--- src/rtl/cache_mem_arbiter_if.sv ---
// Bus bundle between the I-cache/D-cache fill logic and the memory arbiter.
// master: the cache side (drives requests, observes grants and memory bus).
// slave:  the arbiter (observes requests, drives grants and memory bus).
// dbg_state exposes the arbiter FSM state for observation.
interface cache_mem_arbiter_if;
    logic        icache_req;
    logic [15:0] icache_addr;
    logic        icache_done;
    logic        dcache_req;
    logic        dcache_wr;
    logic [15:0] dcache_addr;
    logic [15:0] dcache_wdata;
    logic        dcache_done;
    logic        icache_grant;
    logic        dcache_grant;
    logic        mem_enable;
    logic        mem_wr;
    logic [15:0] mem_addr;
    logic [15:0] mem_wdata;
    logic        arb_busy;
    logic        arb_error;
    logic [1:0]  dbg_state;

    modport master (
        output icache_req, icache_addr, icache_done,
        output dcache_req, dcache_wr, dcache_addr, dcache_wdata, dcache_done,
        input  icache_grant, dcache_grant, mem_enable, mem_wr,
        input  mem_addr, mem_wdata, arb_busy, arb_error, dbg_state
    );

    modport slave (
        input  icache_req, icache_addr, icache_done,
        input  dcache_req, dcache_wr, dcache_addr, dcache_wdata, dcache_done,
        output icache_grant, dcache_grant, mem_enable, mem_wr,
        output mem_addr, mem_wdata, arb_busy, arb_error, dbg_state
    );
endinterface

--- src/rtl/cache_mem_arbiter.sv ---
// Memory arbiter between an I-cache fill engine and a D-cache (fill or
// single-cycle write-through store).
// Handshake: a request is sampled only while the arbiter is IDLE; the grant
// appears the cycle after. A fill grant (I or D) is held until the owner's
// done pulse or a 63-cycle watchdog timeout; a D write grant lasts exactly
// one cycle. Requests and done pulses are ignored outside those windows.
// Every grant is followed by at least one IDLE cycle.
// Optional macro ARB_ROUND_ROBIN_EN: when defined, a simultaneous I/D
// request is given to the requester that did not own memory last; when
// undefined, the D-cache always wins a tie.
module cache_mem_arbiter (
    input  logic                clk,
    input  logic                rst,
    cache_mem_arbiter_if.slave  bus
);
    localparam logic [1:0] ST_IDLE   = 2'd0;
    localparam logic [1:0] ST_GNT_I  = 2'd1;
    localparam logic [1:0] ST_GNT_DF = 2'd2;
    localparam logic [1:0] ST_GNT_DW = 2'd3;

    // Value the watchdog reaches on the last cycle a fill may stay granted.
    localparam logic [5:0] WD_LIMIT  = 6'd63;

    logic [1:0] state_q, state_d;
    logic [5:0] wd_q, wd_d;
    logic       err_q, err_d;
    logic       pick_d;
    logic       pick_i;
    logic       owner_done;
    logic       wd_expire;

`ifdef ARB_ROUND_ROBIN_EN
    // 1 = D-cache owned memory last, 0 = I-cache owned it last.
    logic       last_d_q, last_d_d;

    // Tie-break: a tie goes to whoever did not own last.
    always_comb begin
        pick_d = bus.dcache_req & ~(bus.icache_req & last_d_q);
        pick_i = bus.icache_req & ~pick_d;
    end
`else
    // Tie-break: the D-cache always wins.
    always_comb begin
        pick_d = bus.dcache_req;
        pick_i = bus.icache_req & ~bus.dcache_req;
    end
`endif

    // Done pulse of the current fill owner, and watchdog expiry this cycle.
    always_comb begin
        owner_done = 1'b0;
        if (state_q == ST_GNT_I)  owner_done = bus.icache_done;
        if (state_q == ST_GNT_DF) owner_done = bus.dcache_done;
        wd_expire = ((wd_q + 6'd1) == WD_LIMIT);
    end

    // Next-state, watchdog and sticky error logic.
    always_comb begin
        state_d  = state_q;
        wd_d     = wd_q;
        err_d    = err_q;
`ifdef ARB_ROUND_ROBIN_EN
        last_d_d = last_d_q;
`endif
        case (state_q)
            ST_IDLE: begin
                if (pick_d) begin
                    state_d  = bus.dcache_wr ? ST_GNT_DW : ST_GNT_DF;
                    wd_d     = 6'd0;
`ifdef ARB_ROUND_ROBIN_EN
                    last_d_d = 1'b1;
`endif
                end else if (pick_i) begin
                    state_d  = ST_GNT_I;
                    wd_d     = 6'd0;
`ifdef ARB_ROUND_ROBIN_EN
                    last_d_d = 1'b0;
`endif
                end
            end
            ST_GNT_I, ST_GNT_DF: begin
                wd_d = wd_q + 6'd1;
                if (owner_done) begin
                    // A done coinciding with expiry is a normal completion.
                    state_d = ST_IDLE;
                end else if (wd_expire) begin
                    state_d = ST_IDLE;
                    err_d   = 1'b1;
                end
            end
            ST_GNT_DW: begin
                state_d = ST_IDLE;
            end
            default: begin
                state_d = ST_IDLE;
            end
        endcase
    end

    // State registers with synchronous reset.
    always_ff @(posedge clk) begin
        if (rst) begin
            state_q  <= ST_IDLE;
            wd_q     <= 6'd0;
            err_q    <= 1'b0;
`ifdef ARB_ROUND_ROBIN_EN
            last_d_q <= 1'b1;
`endif
        end else begin
            state_q  <= state_d;
            wd_q     <= wd_d;
            err_q    <= err_d;
`ifdef ARB_ROUND_ROBIN_EN
            last_d_q <= last_d_d;
`endif
        end
    end

    // Grant decode and combinational memory bus steering from the owner.
    always_comb begin
        bus.icache_grant = (state_q == ST_GNT_I);
        bus.dcache_grant = (state_q == ST_GNT_DF) || (state_q == ST_GNT_DW);
        bus.arb_busy     = (state_q != ST_IDLE);
        bus.mem_enable   = (state_q != ST_IDLE);
        bus.mem_wr       = (state_q == ST_GNT_DW);
        bus.mem_addr     = 16'd0;
        bus.mem_wdata    = 16'd0;
        if (state_q == ST_GNT_I) begin
            bus.mem_addr = bus.icache_addr;
        end else if (state_q != ST_IDLE) begin
            bus.mem_addr = bus.dcache_addr;
        end
        if (state_q == ST_GNT_DW) begin
            bus.mem_wdata = bus.dcache_wdata;
        end
        bus.arb_error    = err_q;
        bus.dbg_state    = state_q;
    end
endmodule

--- src/flat_wrapper.sv ---
// flat-port wrapper written by rule: the top's interface ports become plain ports
module cache_mem_arbiter_flat 
  (clk, rst, bus_icache_req, bus_icache_addr, bus_icache_done, bus_dcache_req, bus_dcache_wr, bus_dcache_addr, bus_dcache_wdata, bus_dcache_done, bus_icache_grant, bus_dcache_grant, bus_mem_enable, bus_mem_wr, bus_mem_addr, bus_mem_wdata, bus_arb_busy, bus_arb_error, bus_dbg_state);
  cache_mem_arbiter_if bus_i ();
  input  logic clk;
  input  logic rst;
  input wire logic [$bits(bus_i.icache_req)-1:0] bus_icache_req;
  input wire logic [$bits(bus_i.icache_addr)-1:0] bus_icache_addr;
  input wire logic [$bits(bus_i.icache_done)-1:0] bus_icache_done;
  input wire logic [$bits(bus_i.dcache_req)-1:0] bus_dcache_req;
  input wire logic [$bits(bus_i.dcache_wr)-1:0] bus_dcache_wr;
  input wire logic [$bits(bus_i.dcache_addr)-1:0] bus_dcache_addr;
  input wire logic [$bits(bus_i.dcache_wdata)-1:0] bus_dcache_wdata;
  input wire logic [$bits(bus_i.dcache_done)-1:0] bus_dcache_done;
  output wire logic [$bits(bus_i.icache_grant)-1:0] bus_icache_grant;
  output wire logic [$bits(bus_i.dcache_grant)-1:0] bus_dcache_grant;
  output wire logic [$bits(bus_i.mem_enable)-1:0] bus_mem_enable;
  output wire logic [$bits(bus_i.mem_wr)-1:0] bus_mem_wr;
  output wire logic [$bits(bus_i.mem_addr)-1:0] bus_mem_addr;
  output wire logic [$bits(bus_i.mem_wdata)-1:0] bus_mem_wdata;
  output wire logic [$bits(bus_i.arb_busy)-1:0] bus_arb_busy;
  output wire logic [$bits(bus_i.arb_error)-1:0] bus_arb_error;
  output wire logic [$bits(bus_i.dbg_state)-1:0] bus_dbg_state;
  assign bus_i.icache_req = bus_icache_req;
  assign bus_i.icache_addr = bus_icache_addr;
  assign bus_i.icache_done = bus_icache_done;
  assign bus_i.dcache_req = bus_dcache_req;
  assign bus_i.dcache_wr = bus_dcache_wr;
  assign bus_i.dcache_addr = bus_dcache_addr;
  assign bus_i.dcache_wdata = bus_dcache_wdata;
  assign bus_i.dcache_done = bus_dcache_done;
  assign bus_icache_grant = bus_i.icache_grant;
  assign bus_dcache_grant = bus_i.dcache_grant;
  assign bus_mem_enable = bus_i.mem_enable;
  assign bus_mem_wr = bus_i.mem_wr;
  assign bus_mem_addr = bus_i.mem_addr;
  assign bus_mem_wdata = bus_i.mem_wdata;
  assign bus_arb_busy = bus_i.arb_busy;
  assign bus_arb_error = bus_i.arb_error;
  assign bus_dbg_state = bus_i.dbg_state;
  cache_mem_arbiter u_core (.clk(clk), .rst(rst), .bus(bus_i));
endmodule
--- config.mk ---
export PLATFORM = sky130hd
export DESIGN_NAME = cache_mem_arbiter_flat
export DESIGN_NICKNAME = d
export VERILOG_FILES = /design/src/rtl/cache_mem_arbiter_if.sv /design/src/rtl/cache_mem_arbiter.sv /design/src/flat_wrapper.sv
export SDC_FILE = /design/constraint.sdc
export NUM_CORES = 1
export LEC_CHECK = 0
export ABC_AREA = 1
export BUFFER_PORTS_ARGS = -buffer_cell sky130_fd_sc_hd__buf_2
export CORE_AREA = 2 2 58 60
export CTS_BUF_LIST = sky130_fd_sc_hd__clkbuf_4 sky130_fd_sc_hd__clkbuf_8
export CTS_CLUSTER_DIAMETER = 80
export DETAILED_ROUTE_END_ITERATION = 8
export DIE_AREA = 0 0 60 62
export PLACE_DENSITY = 0.85
export SLEW_MARGIN = 25
export SYNTH_ARGS = -nofsm -noshare
export SYNTH_HDL_FRONTEND = slang
export SYNTH_SLANG_ARGS = --single-unit
--- constraint.sdc ---
create_clock -name clk -period 1.46 [get_ports clk]
set_input_delay 0.219 -clock clk [delete_from_list [all_inputs] [get_ports clk]]
set_output_delay 0.219 -clock clk [all_outputs]
set_load 0.01 [all_outputs]
### Word-level counts from Yosys, hierarchy flattened

Cells that the tools add are included.

| word-level totals | value |
|---|---|
| bits in registers | 9 |
| output and inout bits | 40 |
| bits of input ports | 55 |

| cells by class | value |
|---|---|
| equality and inequality tests | 6 |
| reductions and logical operators | 8 |
| add/sub/neg operators | 1 |
| bitwise logic cells | 3 |
| mux-type cells | 14 |

Operators with widths:

| operator | number |
|---|---|
| 16-bit 2-to-1 mux | 3 |
| 6-bit 2-to-1 mux | 2 |
| 6-bit case mux with 2 select lines | 1 |
| 2-bit 2-to-1 mux | 4 |
| 6-bit by 1-bit adder with 6-bit output (second input constant) | 1 |
| 6-bit == test (second input constant) | 1 |
| 2-bit case mux with 3 select lines | 1 |
| 2-bit == test (second input constant) | 2 |
| 2-bit AND reduction | 2 |
| 2-bit nonzero test | 2 |
| 1-bit 2-to-1 mux | 3 |
| 3-bit by 1-bit inequality test with 1-bit output (second input constant) | 1 |
| 3-bit by 2-bit inequality test with 1-bit output (second input constant) | 1 |
| 3-bit AND reduction | 1 |
| 2-bit by 1-bit == test with 1-bit output (second input constant) | 1 |
| 2-bit zero test | 1 |
| 1-bit inverter | 2 |
| 2-bit OR reduction | 1 |
| 1-bit AND | 1 |
| 1-bit logical OR | 1 |

### Longest topological paths before layout

Gate-level depths: netlist (run 1).

| logic depth | value |
|---|---|
| word-level depth | 5 |
| depth in mapped cells | 11 |

### Worst setup path before layout (run 1)

Ideal clock, no wire load.

| timing path | value |
|---|---|
| path type | register to output |
| start | register u_core.state_q[1], in the netlist u_core.bus.dbg_state[1] |
| end | output port bus_mem_addr[10] |
| arrival | 1.524 ns |
| setup slack | -0.283 ns |
| cell stages (with the launch flop) | 8 |
| cells stage by stage | dfxtp_1 > inv_1 > ha_1 > buf_2 > inv_2 > clkbuf_1 > nand3_1 > nand2_1 |

| on the way | value |
|---|---|
| elaborated cells between the ends (all ways) | 4 |

RTL lines:

| item | RTL line | text |
|---|---|---|
| from (decl) | cache_mem_arbiter.sv:24 | `logic [1:0] state_q, state_d;` |
| from (signal assigned) | cache_mem_arbiter.sv:110 | `state_q <= state_d;` |
| 2-bit by 1-bit == test with 1-bit output | -- |  |
| via bus_icache_grant | flat_wrapper.sv:15 | `output wire logic [$bits(bus_i.icache_grant)-1:0] bus_icache_grant;` |
| 16-bit 2-to-1 mux | cache_mem_arbiter.sv:128 | `if (state_q == ST_GNT_I) begin` |
| to (decl) | flat_wrapper.sv:19 | `output wire logic [$bits(bus_i.mem_addr)-1:0] bus_mem_addr;` |

The timed path passes the listed nets, and every way through them passes these cells.

### Worst setup path in the final report (run 1)

| timing path | value |
|---|---|
| start | register u_core.state_q[1], in the netlist u_core.bus.dbg_state[1] |
| end | output port bus_mem_addr[12] |

| on the way | value |
|---|---|
| word-level cells in the longest chain between the ends | 3 |
| elaborated cells between the ends (all ways) | 4 |

Ends and longest elaborated chain:

| item | RTL line | text |
|---|---|---|
| 2-bit nonzero test | cache_mem_arbiter.sv:130 | `end else if (state_q != ST_IDLE) begin` |
| 16-bit 2-to-1 mux | cache_mem_arbiter.sv:130 |  |
| 16-bit 2-to-1 mux (*) | cache_mem_arbiter.sv:128 |  |

Every way passes the cells marked *; elsewhere a longest branch is shown, timed or not.

==> reports/metrics.yaml, run 1 <==
first_iter_violations: 119
cts_buffers: 3
first_global_vias: 1164
synth_fa_ha_area_frac: 0.0989
synth_top_area_cell: "nand2_1"
start_util: 0.318
synthMuxAreaShare: 0
peakVddDrop_mv: 1.13
synth.net_count: 234
slew_viol_final: 0
r2r-end: "u_core.wd_q[1]"
core_mm2: 0.00318
syn_to_final_growth_pct: 114
fp.dieH_um: 62
synth-seq-cells: 9
fmax_mhz: 611
cts.htree.levels: 1
cts_buffer_depth: 2
cts_sinks: 9
fill_cells: 243
crit_path_start: "u_core.bus.dbg_state[1]"
hold_violations: 0
synth_cell_types: 29
die_w_um: 60
mostFrequentLayoutCells: "82 x buf_2, 50 x nand2_1, 22 x inv_1"
io_pins: 95
max_cap_violations: 0
cts-root-buf: "clkbuf_4"
layout_commonest_cell: "buf_2"
start_kind: "flip-flop"
setup_viol: 37
yosys.area_share.xor_xnor: 0.0161
wl_mm: 4.32
worst_slack_ns: -0.177
yosys.area_share.simple: 0.468
r2r_cells: 9
status: "complete, but fails checks"
worst-path-max-fanout: 5
cellLeakagePower_uw: 0.00124
fin_crit_ns: 1.64
design_area_mm2: 0.00216
r2r_start: "u_core.bus.dbg_state[0]"
synth_area_leaders: "nand2_1 23%, dfxtp_1 18%, nand3_1 11%"
cp.required_ns: 1.24
placed_area_mm2: 0.00158
yosys_warnings: 0
cp.arrival_ns: 1.42
drt_first_pass_iters: 5
synth_compound_area_frac: 0.0865
violations: "negative setup slack"
path_clk_slew_ns: 0.06
rows: 21
grt_max_degree: 18
grt.total_usage: 0.172
rrSetupSlack_ns: -0.12
ant_nets: 0
synthesis.area_mm2: 0.00101
p_per_area_mw_per_mm2: 1670
hp-class: "in2reg"
vias: 1504
syn_inst: 171
grt_remaining_overflow: 0
gp_congestion: 0.823
endpoint: "bus_mem_addr[12]"
endpoint_kind: "output port"
drive_gt1_frac: 0.627
viasPerCell: 4.52
worst_slew_pin_slew_ns: 0.205
period_share: 1.12
cts-hold-fix-buffers: 0
fin_nets: 351
wl_per_cell_um: 13.0
die-area_mm2: 0.00372
n_antenna_cell: 0
io_buffer_count: 94
tns_ns: -3.75
critPathKind: "reg2out"
synth_top_family_by_area: "simple AND/OR/NAND/NOR gates"
antenna_found_initial: 0
synth.avg_cell_area_um2: 5.92
rsz0062_at_grt: "yes"
synth_top_area_frac: 0.230
slew_headroom: 0.862
clkLatencyLatePin_ns: 0.26
drc: 0
dp_hpwl_mm: 2.60
grt_pass1_wl_mm: 4.88
fin_skew_ns: 0.00308
cts_tree: "done"
yosysSeqAreaShare: 0.178
stage by stage:
step | setup WS, ns | instances | hold slack [ns] | util | total power (uW)
2_1_floorplan | 0.00276 | 171 | 0.274 | - | 1430
3_3_place_gp | 0.0334 | 309 | 0.449 | 0.496 | 1920
3_5_place_dp | -0.0165 | 309 | 0.459 | 0.496 | 1930
4_1_cts | -0.144 | 323 | 0.187 | 0.587 | 2930
5_1_grt | -0.211 | 333 | 0.204 | 0.680 | 3830
6_report | -0.177 | 333 | 0.198 | 0.680 | 3600
logic make-up after synthesis:
kind of cell    Yosys count
fa+ha+maj                 8
flops                     9
simple gates            104
compound gates           13
buf+inv                  36
xor+xnor                  1
per-layer routing:
layer	vias to the layer above	track usage	share of wire	wire length [um]
li1	759	-	-	-
met1	668	0.187	0.38	1650
met2	70	0.315	0.51	2220
met3	7	0.0497	0.094	404
met4	0	0.0667	0.0093	40
met5	-	0	0	0
sequential cells by signal (all words and copies together), names as in the netlist:
signal / count
u_core.bus.arb_error: 1
u_core.wd_q: 6
u_core.bus.dbg_state: 2
what timing repair did:
action / CTS / global route
endpoints found under the setup margin: 36 / 44
gates resized for setup: 31 / 41
buffers inserted: 8 / 7
cloned: 2 / 3
pin swaps: 3 / 14
power breakdown:
part	switching, uW	leakage, uW	internal, uW	total [uW]
Combinational	1430	0.00115	1640	3070
Sequential	44.4	0.0000758	296	340
Clock	91.4	0.0000177	101	193
Total	1570	0.00124	2030	3600
how the worst min path moves through the flow:
| stage | startpoint | endpoint | slack, ns | cells after the start |
|---|---|---|---|---|
| after global placement | u_core.bus.arb_error | u_core.bus.arb_error | 0.45 | 1 |
| after global routing | rst | u_core.wd_q[2] | 0.20 | 2 |
| after detailed placement | u_core.bus.arb_error | u_core.bus.arb_error | 0.46 | 1 |
| final | rst | u_core.bus.dbg_state[1] | 0.20 | 2 |
| after floorplan | rst | u_core.bus.dbg_state[1] | 0.27 | 1 |
| after CTS | rst | u_core.bus.dbg_state[1] | 0.19 | 2 |
cell usage after synthesis:
cell type and count:
or2_1 2, ha_1 8, a21oi_1 6, xnor2_2 1
nand4_1 1, nor2_1 6, buf_4 1, a22oi_1 1
o21ai_4 1, nand2_4 2, nand3_2 2, or2_2 1
inv_2 3, nand2_1 62, bufinv_8 1, nor2_4 1
buf_2 1, o21bai_1 1, a21oi_2 1, nor3_1 1
nor2_2 2, nand2_2 2, o21a_1 1, inv_1 25
clkbuf_1 4, dfxtp_1 9, o21ai_0 2, buf_1 1
nand3_1 22
final cells by class:
type	count	area [um^2]	share of cell area
Clock buffer	3	22.5	0.0104
Clock inverter	1	5.00	0.00231
Inverter	29	134	0.0619
Multi-Input combinational cell	126	865	0.400
Sequential cell	9	191	0.0885
Tap cell	46	57.6	0.0266
Timing Repair Buffer	119	888	0.411
worst max-delay path: stages, from the launching register on:
cell and delay, ns:
dfxtp_4 0.36, inv_4 0.08, ha_4 0.15, inv_6 0.04, buf_12 0.12, buf_16 0.12
nand3_1 0.09, nand2_2 0.06, buf_2 0.13
Power figures use the tool's default switching activity.
==> run 2, diff against run 1 <==
Settings changed: ABC_AREA 1 to default, CORE_AREA 2 2 58 60 to 2 2 56 58, DIE_AREA 0 0 60 62 to 0 0 58 60, PLACE_DENSITY 0.85 to 0.86, RECOVER_POWER from default to 100.
==> run 2 against run 1 <==
The flow still finishes with violations (negative setup slack); non-clock buffer count up 1; sequential share of layout area up 1.3 points; combinational power down 15%; first-iteration DRC count down 61%; critical path depth unchanged; flip-flop and latch count unchanged; critical endpoint is now u_core.bus.dbg_state[1]; global-route usage up 5.1 points.
==> reports/metrics.yaml, run 2 <==
drc: 0
status: "complete, but fails checks"
slew_headroom: 0.770
top_layer: "met4"
ys.flop_type: "dfxtp_1"
drt_first_pass_iters: 4
start_util: 0.319
r2r_cells: 8
grt.total_usage: 0.223
slew_viol_final: 0
cts-hold-fix-buffers: 0
synth_area_leaders: "dfxtp_1 19%, a22o_1 15%, and2_1 11%"
grt_pass1_wl_mm: 5.90
cts_buffer_depth: 2
max_cap_violations: 0
cts.htree.levels: 1
worst-path-max-fanout: 4
cts-root-buf: "clkbuf_4"
mostFrequentLayoutCells: "92 x buf_2, 17 x buf_4, 16 x and2_1, 16 x a22o_1, 8 x buf_6"
synthMuxAreaShare: 0.0108
synth_compound_area_frac: 0.293
cp.arrival_ns: 1.87
synthesis.area_um2: 926
path_clk_slew_ns: 0.06
die_w_um: 58
rows: 20
start_kind: "flip-flop"
cts_sinks: 9
n_antenna_cell: 0
met2_length_mm: 2.18
p_switching_uw: 1420
drive_gt1_frac: 0.705
largest_reg_flops: 6
syn_inst: 119
swShare: 0.443
hold_ws_ns: 0.296
synth_top_family_by_area: "simple AND/OR/NAND/NOR gates"
yosysSeqAreaShare: 0.195
p_int_uw: 1790
rsz0062_at_grt: "yes"
synth.net_count: 182
critPathKind: "reg2reg"
violations: "negative setup slack"
yosys.area_share.xor_xnor: 0
worst_slew_pin_slew_ns: 0.342
ant_nets: 0
grt_max_degree: 17
fin_crit_ns: 1.70
core_mm2: 0.00290
clkLatencyLatePin_ns: 0.26
period_share: 1.16
post-route-util: 0.665
seqPwrFrac: 0.123
viasPerCell: 5.02
yosys.area_share.simple: 0.319
synth_top_area_cell: "dfxtp_1"
synth_edf_count: 0
io_buffer_count: 94
hold_violations: 0
synthTopCellsByCount: "16 x a22o_1, 16 x and2_1, 9 x dfxtp_1, 9 x nor2_1, 8 x ha_1"
grt_remaining_overflow: 0
whs_path_depth: 2
hp-class: "in2reg"
regMostFlops: "u_core.wd_q"
antenna_found_initial: 0
p_clk_frac: 0.067
peakVddDrop_mv: 1.30
p_per_area_mw_per_mm2: 1660
cp.required_ns: 1.63
syn_to_final_growth_pct: 109
synth_cell_types: 33
synth_fa_ha_area_frac: 0.108
wl_mm: 4.08
synth-seq-cells: 9
wl_per_cell_um: 15.3
worst_slack_ns: -0.235
cts_buffers: 3
cellLeakagePower_uw: 0.000982
synth.avg_cell_area_um2: 7.78
dr_wl_met3_um: 304
fmax_mhz: 590
io_pins: 95
endpoint_kind: "flip-flop"
async_flop_share: 0
first_iter_violations: 46
dp_hpwl_mm: 3.02
setup_viol: 37
fin_nets: 298
yosys_warnings: 0
synth_top_area_frac: 0.195
tns_ns: -4.99
cts_tree: "done"
gp_congestion: 0.793
drt-met1-wl_mm: 1.43
vias: 1340
fp.dieH_um: 60
die-area_mm2: 0.00348
first_global_vias: 1252
layout_commonest_cell: "buf_2"
fin_skew_ns: 0.00190
combPwrFrac: 0.810
run 2: cell count changes after synthesis, sizes merged, moves of 5 or more:
| cell | change |
|---|---|
| nand3 | -21 |
| nand3b | +5 |
| a22o | +16 |
| and2 | +16 |
| nand2 | -64 |
| inv | -21 |
run 2: cell families after synthesis:
kind of cell | Yosys count
and+or+nand+nor | 50
AOI/OAI and AO/OA | 35
buffers and inverters | 16
DFF | 9
adders and majority gates | 8
muxes | 1
run 2: critical path, stage by stage (launching register included):
cell and delay, ns:
dfxtp_4 0.39, inv_6 0.06, buf_6 0.11, ha_4 0.27, nand3_2 0.09, o22ai_2 0.23, buf_4 0.17, nor2_4 0.04
o32ai_2 0.23
run 2: through the flow:
step                setup WS [ns]  std cells  cell area (um^2)  power, uW
floorplan                  -0.166        119              1050       1600
global route               -0.294        267              1930       3430
detailed placement         -0.176        256              1660       2370
finish                     -0.235        267              1930       3210
CTS                        -0.238        265              1830       2970
global placement           -0.125        256              1660       2340
run 2: timing repair:
item,in CTS,in global routing
gates resized for setup,26,19
pin swaps,12,9
endpoints found under the setup margin,43,43
buffers inserted,5,2
endpoints found under the hold margin,0,0
run 2: layout make-up:
type	count	area (um^2)
Fill cell	224	972
Multi-Input combinational cell	94	901
Timing Repair Buffer	120	722
Sequential cell	9	195
Inverter	7	41.3
Tap cell	33	41.3
Clock buffer	4	30.0
run 2: final timing paths:
kind | start | end | slack, ns
worst max-delay path | u_core.bus.dbg_state[1] | u_core.bus.dbg_state[1] | -0.24
worst min-delay path | rst | u_core.wd_q[3] | 0.30
worst max register to register | u_core.bus.dbg_state[1] | u_core.bus.dbg_state[1] | -0.24
worst min register to register | u_core.bus.arb_error | u_core.bus.arb_error | 0.46
run 2: routing by layer:
metal	GRT usage	vias up
li1	-	661
met1	0.237	597
met2	0.429	66
met3	0.0303	16
met4	0.106	0
met5	0	-
run 2: power by group through the flow:
stage / logic (uW) / registers [uW] / clock network [uW]
final: 2600 / 394 / 216
after global routing: 2790 / 400 / 235
after CTS: 2380 / 372 / 222
after detailed placement: 2010 / 360 / 0
after global placement: 1990 / 357 / 0
after floorplan: 1220 / 386 / 0
==> run 3, diff against run 2 <==
Settings changed: CORE_AREA 2 2 56 58 to 2 2 54 56, DIE_AREA 0 0 58 60 to 0 0 56 58, PLACE_DENSITY 0.86 to 0.89.
Clock period 1.46 ns to 1.84 ns, I/O delays scaled along.
==> run 3 against run 2 <==
Flip-flop and latch count stayed put; sequential power is 29% lower; clock power is 14% lower; combinational power is 47% lower; sequential share of layout area is 2.0 points higher; non-clock buffer count is 18 lower; core utilization is 8.8 points lower; the flow now finishes without violations; final area is 20% lower; total power is 43% lower.
==> reports/metrics.yaml, run 3 (synthesis results as in run 2) <==
status: "finished clean"
drive_gt1_frac: 0.546
fmax_mhz: 548
worst_slew_pin_slew_ns: 0.328
cts_tree: "done"
start_kind: "flip-flop"
wl_per_cell_um: 14.0
post-route-util: 0.578
path_clk_slew_ns: 0.07
worst_slack_ns: 0.0165
crit_buf_inv: 3
fp.dieH_um: 58
rows: 19
max_cap_violations: 0
p_per_area_mw_per_mm2: 1200
peakVddDrop_mv: 1.02
design_area_mm2: 0.00154
crit_family: "buffers and inverters"
cts-root-buf: "clkbuf_4"
syn_to_final_growth_pct: 66.1
cts_sinks: 9
hold_ws_ns: 0.306
cp.required_ns: 1.56
pre_cts_ws_ns: 0.0710
cellLeakagePower_uw: 0.000841
placed_area_mm2: 0.00144
grt_remaining_overflow: 0
mostFrequentLayoutCells: "90 x buf_2, 16 x and2_1, 16 x a22o_1"
endpoint_kind: "output port"
io_buffer_count: 94
cts_buffers: 3
setup_viol: 0
hp-class: "in2reg"
hold_violations: 0
antenna_found_initial: 0
slowest_stage: "dfxtp_4"
grt_max_degree: 19
rsz0062_at_grt: "yes"
grt.total_usage: 0.210
ant_nets: 0
cts_buffer_depth: 2
drt_first_pass_iters: 4
critPathKind: "reg2out"
start_util: 0.348
dp_hpwl_mm: 2.59
die_w_um: 56
first_global_vias: 1223
n_antenna_cell: 0
layout_commonest_cell: "buf_2"
first_iter_violations: 34
worst-path-max-fanout: 8
viasPerCell: 5.19
cts.htree.levels: 1
vias: 1282
fin_crit_ns: 1.82
cp.arrival_ns: 1.55
fin_nets: 280
drc: 0
path_cells: "inv_2 -> ha_1 -> nor2_4 -> buf_6 -> a22o_1 -> buf_2"
io_pins: 95
period_share: 0.991
fin_skew_ns: 0.00522
clkLatencyLatePin_ns: 0.28
wl_mm: 3.45
max_stage_delay_ns: 0.37
die-area_mm2: 0.00325
cts-hold-fix-buffers: 0
slew_viol_final: 0
grt_pass1_wl_mm: 5.44
tns_ns: 0
gp_congestion: 0.916
regMostFlops: "u_core.wd_q"
largest_reg_flops: 6
core_mm2: 0.00266
slew_headroom: 0.780
[run 3: repair_timing]
item,in CTS,in global routing
pin swaps,0,3
gates cloned,1,0
setup buffers,1,0
resized for setup,10,5
setup endpoints to repair,17,23
[run 3: worst reg2reg max path, delay by kind of cell (launching register included)]
kind	cells	cell delay (ns)
AO/OA/AOI/OAI	2	0.25
adder cells (fa/ha/maj)	1	0.16
buffers and inverters	1	0.09
flip-flops	1	0.38
multiplexers	1	0.23
AND/OR/NAND/NOR	2	0.62
[run 3: layer usage]
| metal | vias up | share of wire | GRT usage | wire length (um) |
|---|---|---|---|---|
| met5 | - | 0 | 0 | 0 |
| met4 | 0 | 0.032 | 0.109 | 110 |
| met3 | 13 | 0.080 | 0.0603 | 275 |
| met2 | 60 | 0.51 | 0.370 | 1760 |
| met1 | 585 | 0.38 | 0.230 | 1310 |
| li1 | 624 | - | - | - |
[run 3: layout make-up]
cell class,count,area [um^2]
Clock buffer,4,30.0
Tap cell,31,38.8
Inverter,7,26.3
Fill cell,250,1120
Sequential cell,9,186
Timing Repair Buffer,102,549
Multi-Input combinational cell,94,707
[run 3: metrics by stage]
| step | cells | total power [uW] |
|---|---|---|
| floorplan | 119 | 1060 |
| global placement | 241 | 1460 |
| detailed placement | 241 | 1490 |
| CTS | 247 | 1820 |
| global route | 247 | 1970 |
| finish | 247 | 1840 |
[run 3: where the power goes]
| group | internal (uW) | switching, uW | total [uW] | leakage [uW] |
|---|---|---|---|---|
| clock | 99.1 | 87.4 | 186 | 0.0000184 |
| combinational | 635 | 739 | 1370 | 0.000748 |
| sequential | 235 | 45.9 | 281 | 0.0000745 |
[run 3: path summary, 6_finish.rpt]
kind / from / to / slack (ns) / cells past startpoint
setup / recovery: u_core.bus.dbg_state[1] / bus_mem_addr[1] / 0.02 / 6
hold / removal: rst / u_core.bus.arb_error / 0.31 / 2
setup reg to reg: u_core.wd_q[0] / u_core.bus.dbg_state[0] / 0.04 / 7
hold reg to reg: u_core.bus.arb_error / u_core.bus.arb_error / 0.46 / 2
